## src/rtl/kb_event_fifo_if.sv

```systemverilog
// kb_event_fifo_if
//   Bundles the keyboard-event FIFO signals into one interface.
//   master : the decoder / CPU register side (drives events, read strobes,
//            flush; observes head entry and status).
//   slave  : the FIFO itself.
//   Signals:
//     new_key, scancode, extended, released : event strobe and payload
//     rd_active, st_read, clear              : SCANCODE read, KBSTATUS read, flush
//     head_code, head_ext, head_rls          : oldest entry (zero when empty)
//     pending, overflow, count               : status
interface kb_event_fifo_if #(
    parameter int AW = 4
);
    logic          new_key;
    logic [7:0]    scancode;
    logic          extended;
    logic          released;
    logic          rd_active;
    logic          st_read;
    logic          clear;
    logic [7:0]    head_code;
    logic          head_ext;
    logic          head_rls;
    logic          pending;
    logic          overflow;
    logic [AW:0]   count;

    modport master (
        output new_key, scancode, extended, released,
        output rd_active, st_read, clear,
        input  head_code, head_ext, head_rls, pending, overflow, count
    );

    modport slave (
        input  new_key, scancode, extended, released,
        input  rd_active, st_read, clear,
        output head_code, head_ext, head_rls, pending, overflow, count
    );
endinterface

```

## src/rtl/kb_event_fifo.sv

```systemverilog
// kb_event_fifo
//   Queues keyboard events (scancode + extended/released flags) between the
//   smart-keyboard decoder and the CPU-visible SCANCODE/KBSTATUS registers.
//   A push happens on the rising edge of new_key; a pop happens when a CPU
//   read of SCANCODE ends (falling edge of rd_active), so the head value is
//   stable for the whole read. Head and status outputs are registered.
//   Ports:
//     clk   : system clock, rising edge
//     rst_n : asynchronous active-low reset
//     bus   : kb_event_fifo_if.slave (events in, read strobes, head/status out)
module kb_event_fifo #(
    parameter int DEPTH = 16,
    parameter int AW    = 4
) (
    input  logic             clk,
    input  logic             rst_n,
    kb_event_fifo_if.slave   bus
);
    localparam logic [AW:0] FULL_CNT = (AW+1)'(DEPTH);

    // Entry layout: {ext, rls, code}
    logic [9:0]    mem [DEPTH];

    logic          nk_q, rd_q, st_q;
    logic [AW-1:0] wp_q, wp_d, rp_q, rp_d;
    logic [AW:0]   cnt_q, cnt_d;
    logic          ovf_q, ovf_d;
    logic [AW:0]   count_q, count_d;
    logic          pending_q, pending_d;
    logic [9:0]    head_q, head_d;

    logic          push_evt, pop_evt, st_fall;
    logic          pop_ok, push_ok, drop;
    logic          mem_we;
    logic [9:0]    mem_wdata;

    always_comb begin
        push_evt  = bus.new_key & ~nk_q;
        pop_evt   = ~bus.rd_active & rd_q;
        st_fall   = ~bus.st_read & st_q;
        // A pop on an empty FIFO never displayed anything, so it is ignored.
        pop_ok    = pop_evt && (cnt_q != '0);
        // A full FIFO still accepts a push when a pop frees a slot on the same edge.
        drop      = push_evt && (cnt_q == FULL_CNT) && !pop_ok;
        push_ok   = push_evt && !drop;

        wp_d      = wp_q;
        rp_d      = rp_q;
        cnt_d     = cnt_q;
        ovf_d     = ovf_q;
        mem_we    = 1'b0;
        mem_wdata = {bus.extended, bus.released, bus.scancode};

        if (bus.clear) begin
            wp_d  = '0;
            rp_d  = '0;
            cnt_d = '0;
            ovf_d = 1'b0;
        end else begin
            if (push_ok) begin
                mem_we = 1'b1;
                wp_d   = wp_q + 1'b1;
            end
            if (pop_ok) begin
                rp_d = rp_q + 1'b1;
            end
            if (push_ok && !pop_ok) begin
                cnt_d = cnt_q + 1'b1;
            end else if (pop_ok && !push_ok) begin
                cnt_d = cnt_q - 1'b1;
            end
            // A fresh drop wins over a status-read clear on the same edge.
            if (drop) begin
                ovf_d = 1'b1;
            end else if (st_fall) begin
                ovf_d = 1'b0;
            end
        end

        // Output stage samples the state after the edge that changed it.
        count_d   = cnt_q;
        pending_d = (cnt_q != '0);
        head_d    = (cnt_q == '0) ? 10'd0 : mem[rp_q];
    end

    // Storage array: no reset, so it maps onto distributed/block RAM.
    always_ff @(posedge clk) begin
        if (mem_we) begin
            mem[wp_q] <= mem_wdata;
        end
    end

    always_ff @(posedge clk or negedge rst_n) begin
        if (!rst_n) begin
            nk_q      <= 1'b0;
            rd_q      <= 1'b0;
            st_q      <= 1'b0;
            wp_q      <= '0;
            rp_q      <= '0;
            cnt_q     <= '0;
            ovf_q     <= 1'b0;
            count_q   <= '0;
            pending_q <= 1'b0;
            head_q    <= '0;
        end else begin
            nk_q      <= bus.new_key;
            rd_q      <= bus.rd_active;
            st_q      <= bus.st_read;
            wp_q      <= wp_d;
            rp_q      <= rp_d;
            cnt_q     <= cnt_d;
            ovf_q     <= ovf_d;
            count_q   <= count_d;
            pending_q <= pending_d;
            head_q    <= head_d;
        end
    end

    assign bus.head_ext  = head_q[9];
    assign bus.head_rls  = head_q[8];
    assign bus.head_code = head_q[7:0];
    assign bus.pending   = pending_q;
    assign bus.overflow  = ovf_q;
    assign bus.count     = count_q;
endmodule

```

## src/flat_wrapper.sv

```systemverilog
// flat-port wrapper written by rule: the top's interface ports become plain ports
module kb_event_fifo_flat 
#(
    parameter int DEPTH = 16,
    parameter int AW    = 4
)
  (clk, rst_n, bus_new_key, bus_scancode, bus_extended, bus_released, bus_rd_active, bus_st_read, bus_clear, bus_head_code, bus_head_ext, bus_head_rls, bus_pending, bus_overflow, bus_count);
  kb_event_fifo_if #(.AW(AW)) bus_i ();
  input  logic clk;
  input  logic rst_n;
  input wire logic [$bits(bus_i.new_key)-1:0] bus_new_key;
  input wire logic [$bits(bus_i.scancode)-1:0] bus_scancode;
  input wire logic [$bits(bus_i.extended)-1:0] bus_extended;
  input wire logic [$bits(bus_i.released)-1:0] bus_released;
  input wire logic [$bits(bus_i.rd_active)-1:0] bus_rd_active;
  input wire logic [$bits(bus_i.st_read)-1:0] bus_st_read;
  input wire logic [$bits(bus_i.clear)-1:0] bus_clear;
  output wire logic [$bits(bus_i.head_code)-1:0] bus_head_code;
  output wire logic [$bits(bus_i.head_ext)-1:0] bus_head_ext;
  output wire logic [$bits(bus_i.head_rls)-1:0] bus_head_rls;
  output wire logic [$bits(bus_i.pending)-1:0] bus_pending;
  output wire logic [$bits(bus_i.overflow)-1:0] bus_overflow;
  output wire logic [$bits(bus_i.count)-1:0] bus_count;
  assign bus_i.new_key = bus_new_key;
  assign bus_i.scancode = bus_scancode;
  assign bus_i.extended = bus_extended;
  assign bus_i.released = bus_released;
  assign bus_i.rd_active = bus_rd_active;
  assign bus_i.st_read = bus_st_read;
  assign bus_i.clear = bus_clear;
  assign bus_head_code = bus_i.head_code;
  assign bus_head_ext = bus_i.head_ext;
  assign bus_head_rls = bus_i.head_rls;
  assign bus_pending = bus_i.pending;
  assign bus_overflow = bus_i.overflow;
  assign bus_count = bus_i.count;
  kb_event_fifo #(.DEPTH(DEPTH), .AW(AW)) u_core (.clk(clk), .rst_n(rst_n), .bus(bus_i));
endmodule
```

## config.mk

```make
export PLATFORM = sky130hd
export DESIGN_NAME = kb_event_fifo_flat
export DESIGN_NICKNAME = d
export VERILOG_FILES = /design/src/rtl/kb_event_fifo_if.sv /design/src/rtl/kb_event_fifo.sv /design/src/flat_wrapper.sv
export SDC_FILE = /design/constraint.sdc
export NUM_CORES = 1
export LEC_CHECK = 0
export BUFFER_PORTS_ARGS = -buffer_cell sky130_fd_sc_hd__buf_4
export CORE_MARGIN = 3
export CORE_UTILIZATION = 60
export CTS_CLUSTER_DIAMETER = 120
export DETAILED_ROUTE_END_ITERATION = 8
export GPL_TIMING_DRIVEN = 0
export PLACE_DENSITY = 0.78
export SLEW_MARGIN = 10
export SYNTH_ARGS = -nofsm -noshare
export SYNTH_HDL_FRONTEND = slang
export SYNTH_SLANG_ARGS = --single-unit
```

## constraint.sdc

```tcl
create_clock -name clk -period 3.25 [get_ports clk]
set_clock_uncertainty 0.1 [all_clocks]
set_input_delay 0.325 -clock clk [delete_from_list [all_inputs] [get_ports clk]]
set_output_delay 0.325 -clock clk [all_outputs]
set_load 0.03 [all_outputs]
```

# After elaboration in Yosys (flattened, before gate mapping)
# Memories as Yosys holds them, arrays and structs flattened.
# Cells that the tools add are included.
[totals] reg_bits=33 latch_bits=0 ram_bits=160 romBits=0 in_bits=16 output_inout_bits=17 elab_cells=52 mem_count=1
[memory_table] name="u_core.mem" words=16 word_bits=10 rd=1 rd_clocked_by_memory_dff=0 write_ports=1 line="kb_event_fifo.sv:22" source="logic [9:0] mem [DEPTH];"
[op_classes] addsub=4 multipliers=0 n_div=0 magnitude_cmp=0 eq_ne=1 n_shift=0 mux=15 bitwise_logic=6 reduce_logical=15
[op_table] op="4-bit two-way mux" count=4
[op_table] op="5-bit two-way mux" count=3
[op_table] op="10-bit two-way mux" count=1
[op_table] op="4-bit by 1-bit adder with 4-bit output, second input constant" count=2
[op_table] op="1-bit two-way mux" count=7
[op_table] op="1-bit logical AND" count=6
[op_table] op="3-bit nonzero test" count=2
[op_table] op="5-bit by 1-bit adder with 5-bit output, second input constant" count=1
[op_table] op="5-bit equality test, second input constant" count=1
[op_table] op="5-bit zero test" count=1
[op_table] op="5-bit nonzero test" count=1
[op_table] op="5-bit by 1-bit subtractor with 5-bit output, second input constant" count=1
[op_table] op="2-bit nonzero test" count=2
[op_table] op="1-bit bitwise AND" count=3
[op_table] op="1-bit zero test" count=3
[op_table] op="1-bit NOT" count=3

# Depth between registers and ports, before layout
# Gate-level depths: netlist of run 1.
[depth] ltp_word=12 mapped_depth=8 ltp_nobuf=8

# Worst setup path after synthesis of run 1
# Ideal clock, no wire load.
[synth_timing] path_kind="register -> register" startpoint="register u_core.cnt_q[0]" endpoint="register u_core.cnt_q[4]" setup_time_ns=0.078 arrival_ns=2.520 required_time_ns=3.072 setup_slack_ns=0.551 stages_incl_launch_ff=9 path_buffers=0 synth_period_minus_slack_ns=2.699 path_cell_list="dfrtp_1 > nor4_4 > nor2_2 > a211o_1 > ha_1 > a21oi_1 > a211oi_1 > a311o_1 > a21oi_1"
[synth_between] elab_chain_cells=9 word_cells_on_any_way=17 cone_classes="add/sub: 2; eq/ne: 1; mux: 3; reduce/logical: 11"
[synth_lines] element="start: declaration" line="kb_event_fifo.sv:26" source="logic [AW:0] cnt_q, cnt_d;"
[synth_lines] element="start signal: assignment" line="kb_event_fifo.sv:111" source="cnt_q <= cnt_d;"
[synth_lines] element="branches (longest 9 deep; another with 5-bit by 1-bit subtractor with 5-bit output)"
# Parallel ways; which one is timed is not known. The select of a mux whose other input is x is not followed.
# A chain may end at the register's enable or synchronous reset.

# Worst setup path in the final report of run 1
[layout_timing] startpoint="input port bus_rd_active" endpoint="memory u_core.mem[14][5], enable pin"
[layout_between] elab_chain_cells=11
[layout_lines] element="start: declaration" line="flat_wrapper.sv:15" source="input wire logic [$bits(bus_i.rd_active)-1:0] bus_rd_active;"
[layout_lines] element="1-bit NOT" line="kb_event_fifo.sv:39" source="pop_evt = ~bus.rd_active & rd_q;"
[layout_lines] element="1-bit bitwise AND" line="kb_event_fifo.sv:39"
[layout_lines] element="1-bit logical AND" line="kb_event_fifo.sv:42" source="pop_ok = pop_evt && (cnt_q != '0);"
[layout_lines] element="1-bit zero test" line="kb_event_fifo.sv:44" source="drop = push_evt && (cnt_q == FULL_CNT) && !pop_ok;"
[layout_lines] element="1-bit logical AND" line="kb_event_fifo.sv:44"
[layout_lines] element="1-bit zero test" line="kb_event_fifo.sv:45" source="push_ok = push_evt && !drop;"
[layout_lines] element="1-bit logical AND" line="kb_event_fifo.sv:45"
[layout_lines] element="1-bit two-way mux" line="kb_event_fifo.sv:60" source="if (push_ok) begin"
[layout_lines] element="1-bit two-way mux" line="kb_event_fifo.sv:54" source="if (bus.clear) begin"
[layout_lines] element="1-bit two-way mux" line="kb_event_fifo.sv:88" source="if (mem_we) begin"
[layout_lines] element="1-bit two-way mux (implied by the code)" line="kb_event_fifo.sv:89" source="mem[wp_q] <= mem_wdata;"
[layout_lines] element="end: declaration" line="kb_event_fifo.sv:22"
# No other way between the ends.

==> impl_table.tex, run 1 <==
\begin{tabular}{lr}
\hline
Metric & Value \\
\hline
\multicolumn{2}{l}{\textbf{Floorplan}} \\
Die Area & 14100 um2 \\
Vertical die dimension & 119 um \\
Initial core utilization & 62.2\% \\
Rows & 40 \\
Core Footprint & 12200 um2 \\
Number of ports placed on the die boundary & 33 \\
Die outline width & 119 um \\
\multicolumn{2}{l}{\textbf{Placement}} \\
Gp weighted congestion & 0.808 \\
Cells after DPL & 592 \\
Post-DP HPWL & approximately 9300 um \\
Placement Setup Slack & 234 ps \\
Port Buffers & 32 \\
Dpl cell area & just over 8000 um2 \\
\multicolumn{2}{l}{\textbf{Finish}} \\
\# nets final & 474 \\
Filler cells & 743 \\
Proportion of layout cells with a drive suffix above 1 & 26.0\% \\
Post-layout instance area & a little under 9000 um2 \\
Total inserted antenna cells & 0 \\
Fin cells & 629 \\
Area grow syn2layout & 14.7\% \\
\multicolumn{2}{l}{\textbf{Drt}} \\
Met3 wire length & between 800 and 900 um \\
Post-route antenna net violation count & 0 \\
DRC violations left & 0 \\
Via-to-Cell Ratio & 6.10 \\
Pre-Repair DR Iteration Count & 5 \\
Overall routed net length & $\sim$15000 um \\
Overall via count from detail\_route & 3835 \\
First DRT Iteration DRCs & 407 \\
M1 WL & 5980 um \\
Average detailed-routed wire length per instance & 23.6 um \\
Wire length on met2 & about 7600 um \\
Highest metal layer with signal wires & met4 \\
\multicolumn{2}{l}{\textbf{Run}} \\
Max Cap Violations & 0 \\
\multicolumn{2}{l}{\textbf{Clocking}} \\
Worst-case clock buffer depth & 2 \\
TritonCTS Buffers & 17 \\
Clock transition at the registers of the reported paths & 70 ps \\
Clock latency on the worst-skew pair & 430 ps \\
CTS Sinks & $\sim$190 \\
CTS tree & yes \\
Quantity of gates resized following cts & 0 \\
Clock H-tree levels & 4 \\
Root buffer selected by CTS & sky130\_fd\_sc\_hd\_\_clkbuf\_16 \\
\multicolumn{2}{l}{\textbf{STA}} \\
Final setup violating endpoints & 0 \\
RSZ-0062 raised after global routing & false \\
Min Tclk post-route & slightly above 3000 ps \\
Transition time of the tightest slew-check pin & 1150 ps \\
Timing-limited maximum frequency & between 300 and 400 MHz \\
Final Worst Setup Slack & 185 ps \\
Worst slew slack as a fraction of its limit & between 20\% and 30\% \\
Count of pins over their slew limit & 0 \\
Share of the clock period used by the worst path & 94.3\% \\
Hold violation total from the final report & 0 \\
\multicolumn{2}{l}{\textbf{Yosys}} \\
Sequential cell area fraction in the yosys report & 74.1\% \\
Syn nets & 414 \\
Yosys reg bits & 193 \\
Post-synthesis cell area & 7600 um2 \\
Synthesized instance count & 388 \\
Share of async-settable or async-resettable flops after synthesis & 17.1\% \\
Mean instance size in the synthesized netlist & 19.6 um2 \\
Number of enable flip-flop cells after synthesis & 160 \\
Most frequently used flop master after synthesis & sky130\_fd\_sc\_hd\_\_edfxtp\_1 \\
Count of cell types in the netlist & 39 \\
Warning count from the yosys run & 0 \\
\multicolumn{2}{l}{\textbf{Global route}} \\
Antenna violations before repair & 0 \\
Number of global-route vias before repair & around 4000 \\
Largest net degree at the start of global routing & 34 \\
Global route overflow & 0 \\
All-Layer GR Usage & approximately 23\% \\
Wire length of the first global-routing pass & 23300 um \\
\multicolumn{2}{l}{\textbf{Power}} \\
Clk network pwr share & 31.9\% \\
Total power consumption of the routed design & 6.27 mW \\
Int Pwr & 4.52 mW \\
Fraction of power spent switching nets & about 28\% \\
Leak pwr & 2.89 nW \\
Flop pwr share & between 40\% and 50\% \\
Psw & approximately 1.7 mW \\
Power density over the cells & a little over 700 nW/um2 \\
Worst ir drop on vdd & 495 uV \\
Combinational group share of total power & 21.9\% \\
\multicolumn{2}{l}{\textbf{Worst setup path}} \\
Element type at the critical path start & input port \\
Kind of cell adding the most delay to the critical path & simple AND/OR/NAND/NOR gates \\
Register-to-Register Path Depth & 5 \\
Buffers and inverters on the worst path & 2 \\
Critical path depth & 6 \\
Biggest fanout along the worst timing path & 10 \\
Crit-path slowest cell & sky130\_fd\_sc\_hd\_\_nor2\_1 \\
Crit-path max cell delay & around 880 ps \\
Arrival time worst endpoint & 3010 ps \\
Type of the worst setup path & in2reg \\
Worst setup path startpoint & bus\_rd\_active \\
List of cells traversed by the critical path & dlygate4sd3\_1 > buf\_4 > nand2b\_1 > a31oi\_1 > nand2\_1 > nor2\_1 \\
Launch point of the worst reg-to-reg path & u\_core.cnt\_q[1] \\
Endpoint required time on the critical path & 3190 ps \\
Critical Path Sink Type & register \\
\multicolumn{2}{l}{\textbf{Run status}} \\
Run status & finished clean \\
\multicolumn{2}{l}{\textbf{Worst hold path}} \\
Min-delay worst type & in2reg \\
Cell count of the worst hold path & 1 \\
Worst Hold Launch & bus\_scancode[3] \\
\hline
\end{tabular}
-- logic make-up after synthesis --
kind of cell / share of synthesized area [%]
flops: 74.1
mux: 15.2
simple gates: 3.69
compound gates: 3.24
buf+inv: 1.22
fa+ha+maj: 1.75
xor+xnor: 0.807
-- registers in the layout, summed over array words and instances, names as in the netlist --
signal and count:
u_core.bus.count 5, u_core.bus.overflow 1, u_core.bus.pending 1, u_core.cnt_q 5
u_core.head_q 10, u_core.mem 160, u_core.nk_q 1, u_core.rd_q 1
u_core.rp_q 4, u_core.st_q 1, u_core.wp_q 4
-- path summary, 6_finish.rpt --
check / endpoint / slack [ps]
max in group asynchronous: u_core.head_q[9] / 2460
worst min register to register: u_core.bus.count[4] / 290
worst max-delay path: u_core.mem[14][5] / 180
worst max register to register: u_core.mem[14][5] / 220
worst min-delay path: u_core.mem[2][3] / 110
min in group asynchronous: u_core.bus.count[2] / 280
-- final cells by class --
| type | count | area (um2) | area share [%] |
|---|---|---|---|
| Clock buffer | 20 | 437 | 5.01 |
| Clock inverter | 12 | 134 | 1.54 |
| Multi-Input combinational cell | 172 | 1900 | 21.8 |
| Tap cell | 168 | 210 | 2.41 |
| Sequential cell | 193 | 5630 | 64.6 |
| Inverter | 5 | 18.8 | 0.215 |
| Buffer | 18 | 73.8 | 0.847 |
| Timing Repair Buffer | 41 | 318 | 3.65 |
-- metal layers --
metal  track usage (%)  vias up
met5                 0        -
met2              36.9      155
met4              9.70        0
met3              6.51       34
met1              29.6     1968
li1                  -     1678
-- power by group through the flow --
stage | clock (mW) | sequential [mW] | combinational (mW)
after global routing | 2.14 | 2.91 | 1.49
after global placement | 0 | 2.94 | 1.30
after CTS | 2.02 | 2.90 | 1.36
after floorplan | 0 | 3.09 | 0.788
after detailed placement | 0 | 2.95 | 1.33
final | 2.00 | 2.90 | 1.37
-- repair_timing --
action	CTS	global route
endpoints found under the setup margin	0	1
hold endpoints to repair	36	0
buffers inserted	0	1
hold buffers	4	0
-- placed cells by master (no fill, tap or decap), types with 3 or more instances in the layout --
| cell | netlist | final |
|---|---|---|
| sky130_fd_sc_hd__clkinvlp_4 | 0 | 4 |
| sky130_fd_sc_hd__mux4_2 | 40 | 40 |
| sky130_fd_sc_hd__o21ai_0 | 3 | 3 |
| sky130_fd_sc_hd__o22ai_1 | 10 | 10 |
| sky130_fd_sc_hd__mux2i_1 | 24 | 24 |
| sky130_fd_sc_hd__edfxtp_1 | 160 | 160 |
| sky130_fd_sc_hd__xor2_1 | 4 | 4 |
| sky130_fd_sc_hd__nand2_1 | 13 | 13 |
| sky130_fd_sc_hd__ha_1 | 9 | 9 |
| sky130_fd_sc_hd__xnor2_1 | 3 | 3 |
| sky130_fd_sc_hd__clkbuf_16 | 0 | 17 |
| sky130_fd_sc_hd__buf_4 | 0 | 37 |
| sky130_fd_sc_hd__a21oi_1 | 7 | 7 |
| sky130_fd_sc_hd__a211oi_1 | 3 | 3 |
| sky130_fd_sc_hd__dfrtp_1 | 33 | 33 |
| sky130_fd_sc_hd__inv_1 | 5 | 5 |
| sky130_fd_sc_hd__buf_2 | 5 | 5 |
| sky130_fd_sc_hd__nor3_2 | 0 | 4 |
| sky130_fd_sc_hd__nand2b_1 | 3 | 3 |
| sky130_fd_sc_hd__dlygate4sd3_1 | 0 | 4 |
| sky130_fd_sc_hd__clkbuf_1 | 11 | 14 |
| sky130_fd_sc_hd__nor2b_1 | 3 | 3 |
| sky130_fd_sc_hd__nand3_1 | 5 | 5 |
| sky130_fd_sc_hd__nor2_1 | 22 | 22 |
-- synth_stat cells, types with 4 or more instances --
library cell	n	area [um2]
sky130_fd_sc_hd__dfrtp_1	33	826
sky130_fd_sc_hd__xor2_1	4	35.0
sky130_fd_sc_hd__buf_2	5	25.0
sky130_fd_sc_hd__mux2i_1	24	240
sky130_fd_sc_hd__a21oi_1	7	35.0
sky130_fd_sc_hd__nor3_1	4	20.0
sky130_fd_sc_hd__inv_1	5	18.8
sky130_fd_sc_hd__o22ai_1	10	62.6
sky130_fd_sc_hd__ha_1	9	113
sky130_fd_sc_hd__mux4_2	40	901
sky130_fd_sc_hd__nand2_1	13	48.8
sky130_fd_sc_hd__nand3_1	5	25.0
sky130_fd_sc_hd__nor2_1	22	82.6
sky130_fd_sc_hd__edfxtp_1	160	4800
sky130_fd_sc_hd__clkbuf_1	11	41.3
-- per-stage QoR --
step / utilization, % / hold WS [ps] / setup TNS, ps
6_report: 71.4 / 111 / 0
5_1_grt: 71.4 / 100 / 0
4_1_cts: 71.3 / 95.6 / 0
3_5_place_dp: 66.3 / 192 / 0
3_3_place_gp: 65.9 / 185 / -1240
2_1_floorplan: - / -70.6 / 0
Note: power is estimated with default switching activity, not from simulation.
==> run 2: changes to the inputs <==
--- a/config.mk
+++ b/config.mk
@@ -6,7 +6,6 @@
 export NUM_CORES = 1
 export LEC_CHECK = 0
 export BUFFER_PORTS_ARGS = -buffer_cell sky130_fd_sc_hd__buf_4
-export CORE_MARGIN = 3
 export CORE_UTILIZATION = 60
 export CTS_CLUSTER_DIAMETER = 120
 export DETAILED_ROUTE_END_ITERATION = 8
==> constraint.sdc (replaced) <==
create_clock -name clk -period 3 [get_ports clk]
set_clock_uncertainty 0.1 [all_clocks]
set_input_delay 0.3 -clock clk [delete_from_list [all_inputs] [get_ports clk]]
set_output_delay 0.3 -clock clk [all_outputs]
set_load 0.03 [all_outputs]
==> impl_table.tex, run 2 (same netlist as run 1, synthesis figures left out) <==
\begin{tabular}{lr}
\hline
Metric & Value \\
\hline
\multicolumn{2}{l}{\textbf{Run status}} \\
Run status & finished clean (unchanged) \\
\multicolumn{2}{l}{\textbf{Clocking}} \\
TritonCTS Buffers & 17 (unchanged) \\
Clock transition at the registers of the reported paths & 70 ps (about the same) \\
CTS Sinks & 193 (unchanged) \\
CTS tree & yes (unchanged) \\
Clock H-tree levels & 4 (unchanged) \\
Root buffer selected by CTS & sky130\_fd\_sc\_hd\_\_clkbuf\_16 (unchanged) \\
Clock latency on the worst-skew pair & 430 ps (about the same) \\
Worst-case clock buffer depth & 2 (unchanged) \\
\multicolumn{2}{l}{\textbf{Global route}} \\
Global route overflow & 0 (unchanged) \\
Antenna violations before repair & 0 (unchanged) \\
Largest net degree at the start of global routing & 34 (unchanged) \\
Number of global-route vias before repair & 4023 (was 4024) \\
All-Layer GR Usage & 24.9\% (was 22.9\%) \\
Wire length of the first global-routing pass & 22500 um (was 23300 um) \\
\multicolumn{2}{l}{\textbf{Finish}} \\
Max reg flops & 160 (unchanged) \\
Fin cells & 631 (was 629) \\
Commonest non-fill, non-tap cells in the layout & sky130\_fd\_sc\_hd\_\_edfxtp\_1, sky130\_fd\_sc\_hd\_\_mux4\_2, sky130\_fd\_sc\_hd\_\_buf\_4, sky130\_fd\_sc\_hd\_\_dfrtp\_1, sky130\_fd\_sc\_hd\_\_mux2i\_1 (unchanged) \\
Area grow syn2layout & 15.8\% (was 14.7\%) \\
Proportion of layout cells with a drive suffix above 1 & 28.5\% (was 26.0\%) \\
Most common cell after layout, fill and taps aside & sky130\_fd\_sc\_hd\_\_edfxtp\_1 (unchanged) \\
\# nets final & 476 (was 474) \\
Registers with the most flip-flops & u\_core.mem (160), u\_core.head\_q (10) (unchanged) \\
Register with the highest flop count & u\_core.mem (unchanged) \\
Final core utilization & 72.4\% (was 71.4\%) \\
Total inserted antenna cells & 0 (unchanged) \\
Post-layout instance area & 8800 um2 (was 8720 um2) \\
\multicolumn{2}{l}{\textbf{Worst setup path}} \\
Type of the worst setup path & in2reg (unchanged) \\
Biggest fanout along the worst timing path & 10 (unchanged) \\
List of cells traversed by the critical path & dlygate4sd3\_1 > buf\_4 > nand2b\_1 > a31oi\_1 > nand2\_1 > nor2\_1 (unchanged) \\
Reg-to-reg slack, setup & 200 ps (was 220 ps) \\
Arrival time worst endpoint & 2770 ps (was 3010 ps) \\
Crit-path max cell delay & 800 ps (was 880 ps) \\
Crit-path slowest cell & sky130\_fd\_sc\_hd\_\_nor2\_1 (unchanged) \\
Element type at the critical path start & input port (unchanged) \\
Critical Path Sink Type & register (unchanged) \\
Endpoint required time on the critical path & 2950 ps (was 3190 ps) \\
Register-to-Register Path Depth & 4 (was 5) \\
\multicolumn{2}{l}{\textbf{Power}} \\
Clk network pwr share & 33.5\% (was 31.9\%) \\
Total power consumption of the routed design & 7.02 mW (was 6.27 mW) \\
Worst ir drop on vdd & 500 uV (was 495 uV) \\
Combinational group share of total power & 21.8\% (was 21.9\%) \\
Int Pwr & 5.10 mW (was 4.52 mW) \\
Leak pwr & 2.93 nW (was 2.89 nW) \\
Flop pwr share & 44.7\% (was 46.2\%) \\
Fraction of power spent switching nets & 27.3\% (was 27.9\%) \\
Power density over the cells & 798 nW/um2 (was 720 nW/um2) \\
Psw & 1.92 mW (was 1.75 mW) \\
\multicolumn{2}{l}{\textbf{Floorplan}} \\
Die Area & 13100 um2 (was 14100 um2) \\
Core Footprint & 12200 um2 (about the same) \\
Initial core utilization & 62.5\% (was 62.2\%) \\
Vertical die dimension & 115 um (was 119 um) \\
Die outline width & 115 um (was 119 um) \\
Number of ports placed on the die boundary & 33 (unchanged) \\
Rows & 40 (unchanged) \\
\multicolumn{2}{l}{\textbf{Placement}} \\
Cells after DPL & 592 (unchanged) \\
Gp weighted congestion & 0.844 (was 0.808) \\
Dpl cell area & 8100 um2 (unchanged) \\
Port Buffers & 32 (unchanged) \\
Post-DP HPWL & 9360 um (was 9320 um) \\
Placement Setup Slack & -70.3 ps (was 234 ps) \\
\multicolumn{2}{l}{\textbf{Drt}} \\
Overall routed net length & 14800 um (about the same) \\
DRC violations left & 0 (unchanged) \\
Via-to-Cell Ratio & 6.20 (was 6.10) \\
Pre-Repair DR Iteration Count & 5 (unchanged) \\
Average detailed-routed wire length per instance & 23.4 um (was 23.6 um) \\
First DRT Iteration DRCs & 415 (was 407) \\
Post-route antenna net violation count & 0 (unchanged) \\
Overall via count from detail\_route & 3910 (was 3835) \\
\multicolumn{2}{l}{\textbf{STA}} \\
Worst slew slack as a fraction of its limit & 24.0\% (was 23.0\%) \\
Min Tclk post-route & 2820 ps \\
Final Worst Setup Slack & 176 ps (was 185 ps) \\
Share of the clock period used by the worst path & between 90 and 100\% \\
Count of pins over their slew limit & 0 (unchanged) \\
Transition time of the tightest slew-check pin & 1140 ps (was 1150 ps) \\
Total Negative Setup Slacks & 0 ps (unchanged) \\
Hold Worst Slack & 72.5 ps (was 111 ps) \\
Hold violation total from the final report & 0 (unchanged) \\
Timing-limited maximum frequency & between 300 and 400 MHz \\
Final setup violating endpoints & 0 (unchanged) \\
RSZ-0062 raised after global routing & true (was false) \\
\multicolumn{2}{l}{\textbf{Worst hold path}} \\
Min-delay worst type & in2reg (unchanged) \\
Cell count of the worst hold path & 1 (unchanged) \\
\multicolumn{2}{l}{\textbf{Run}} \\
Max Cap Violations & 0 (unchanged) \\
\hline
\end{tabular}
-- run 2: path summary, 6_finish.rpt --
| kind | endpoint | startpoint |
|---|---|---|
| hold reg to reg | u_core.bus.count[4] | u_core.cnt_q[4] |
| setup / recovery | u_core.mem[2][4] | bus_new_key |
| setup reg to reg | u_core.mem[2][4] | u_core.cnt_q[1] |
| min in group asynchronous | u_core.head_q[1] | rst_n |
| hold / removal | u_core.mem[1][6] | bus_scancode[6] |
| max in group asynchronous | u_core.rp_q[1] | rst_n |
-- run 2: worst max-delay path: cells and delay by family --
kind / cells / cell delay, ps
compound gates: 1 / 560
simple gates: 3 / 1270
buf+inv: 2 / 630
-- run 2: final cells by class --
class / instances / area (um2)
plain buffers: 18 / 73.8
clock inverters: 14 / 185
fillers: 702 / 3360
inverters: 5 / 18.8
clock buffers: 18 / 429
repair buffers: 43 / 333
multi-input cells: 172 / 1920
well taps: 168 / 210
flip-flops and latches: 193 / 5630
-- run 2: power by group through the flow --
stage / Clock [mW] / Sequential (mW) / Combinational (mW)
final: 2.35 / 3.14 / 1.53
after global routing: 2.49 / 3.15 / 1.64
after CTS: 2.37 / 3.14 / 1.52
after detailed placement: 0 / 3.20 / 1.44
after global placement: 0 / 3.20 / 1.39
after floorplan: 0 / 3.35 / 0.854
-- run 2: what timing repair did --
action                                 in CTS  in global routing
gates resized for setup                     0                 10
hold buffers                                4                  0
endpoints found under the hold margin      36                  0
buffers inserted                            3                  0
pin swaps                                   1                  0
setup endpoints to repair                   9                 61
-- run 2: metal layers --
metal	global-route usage, %	share of wire, %
met2	40.9	53
met5	0	0
met4	11.9	2.1
met1	32.0	38
met3	5.56	6.7
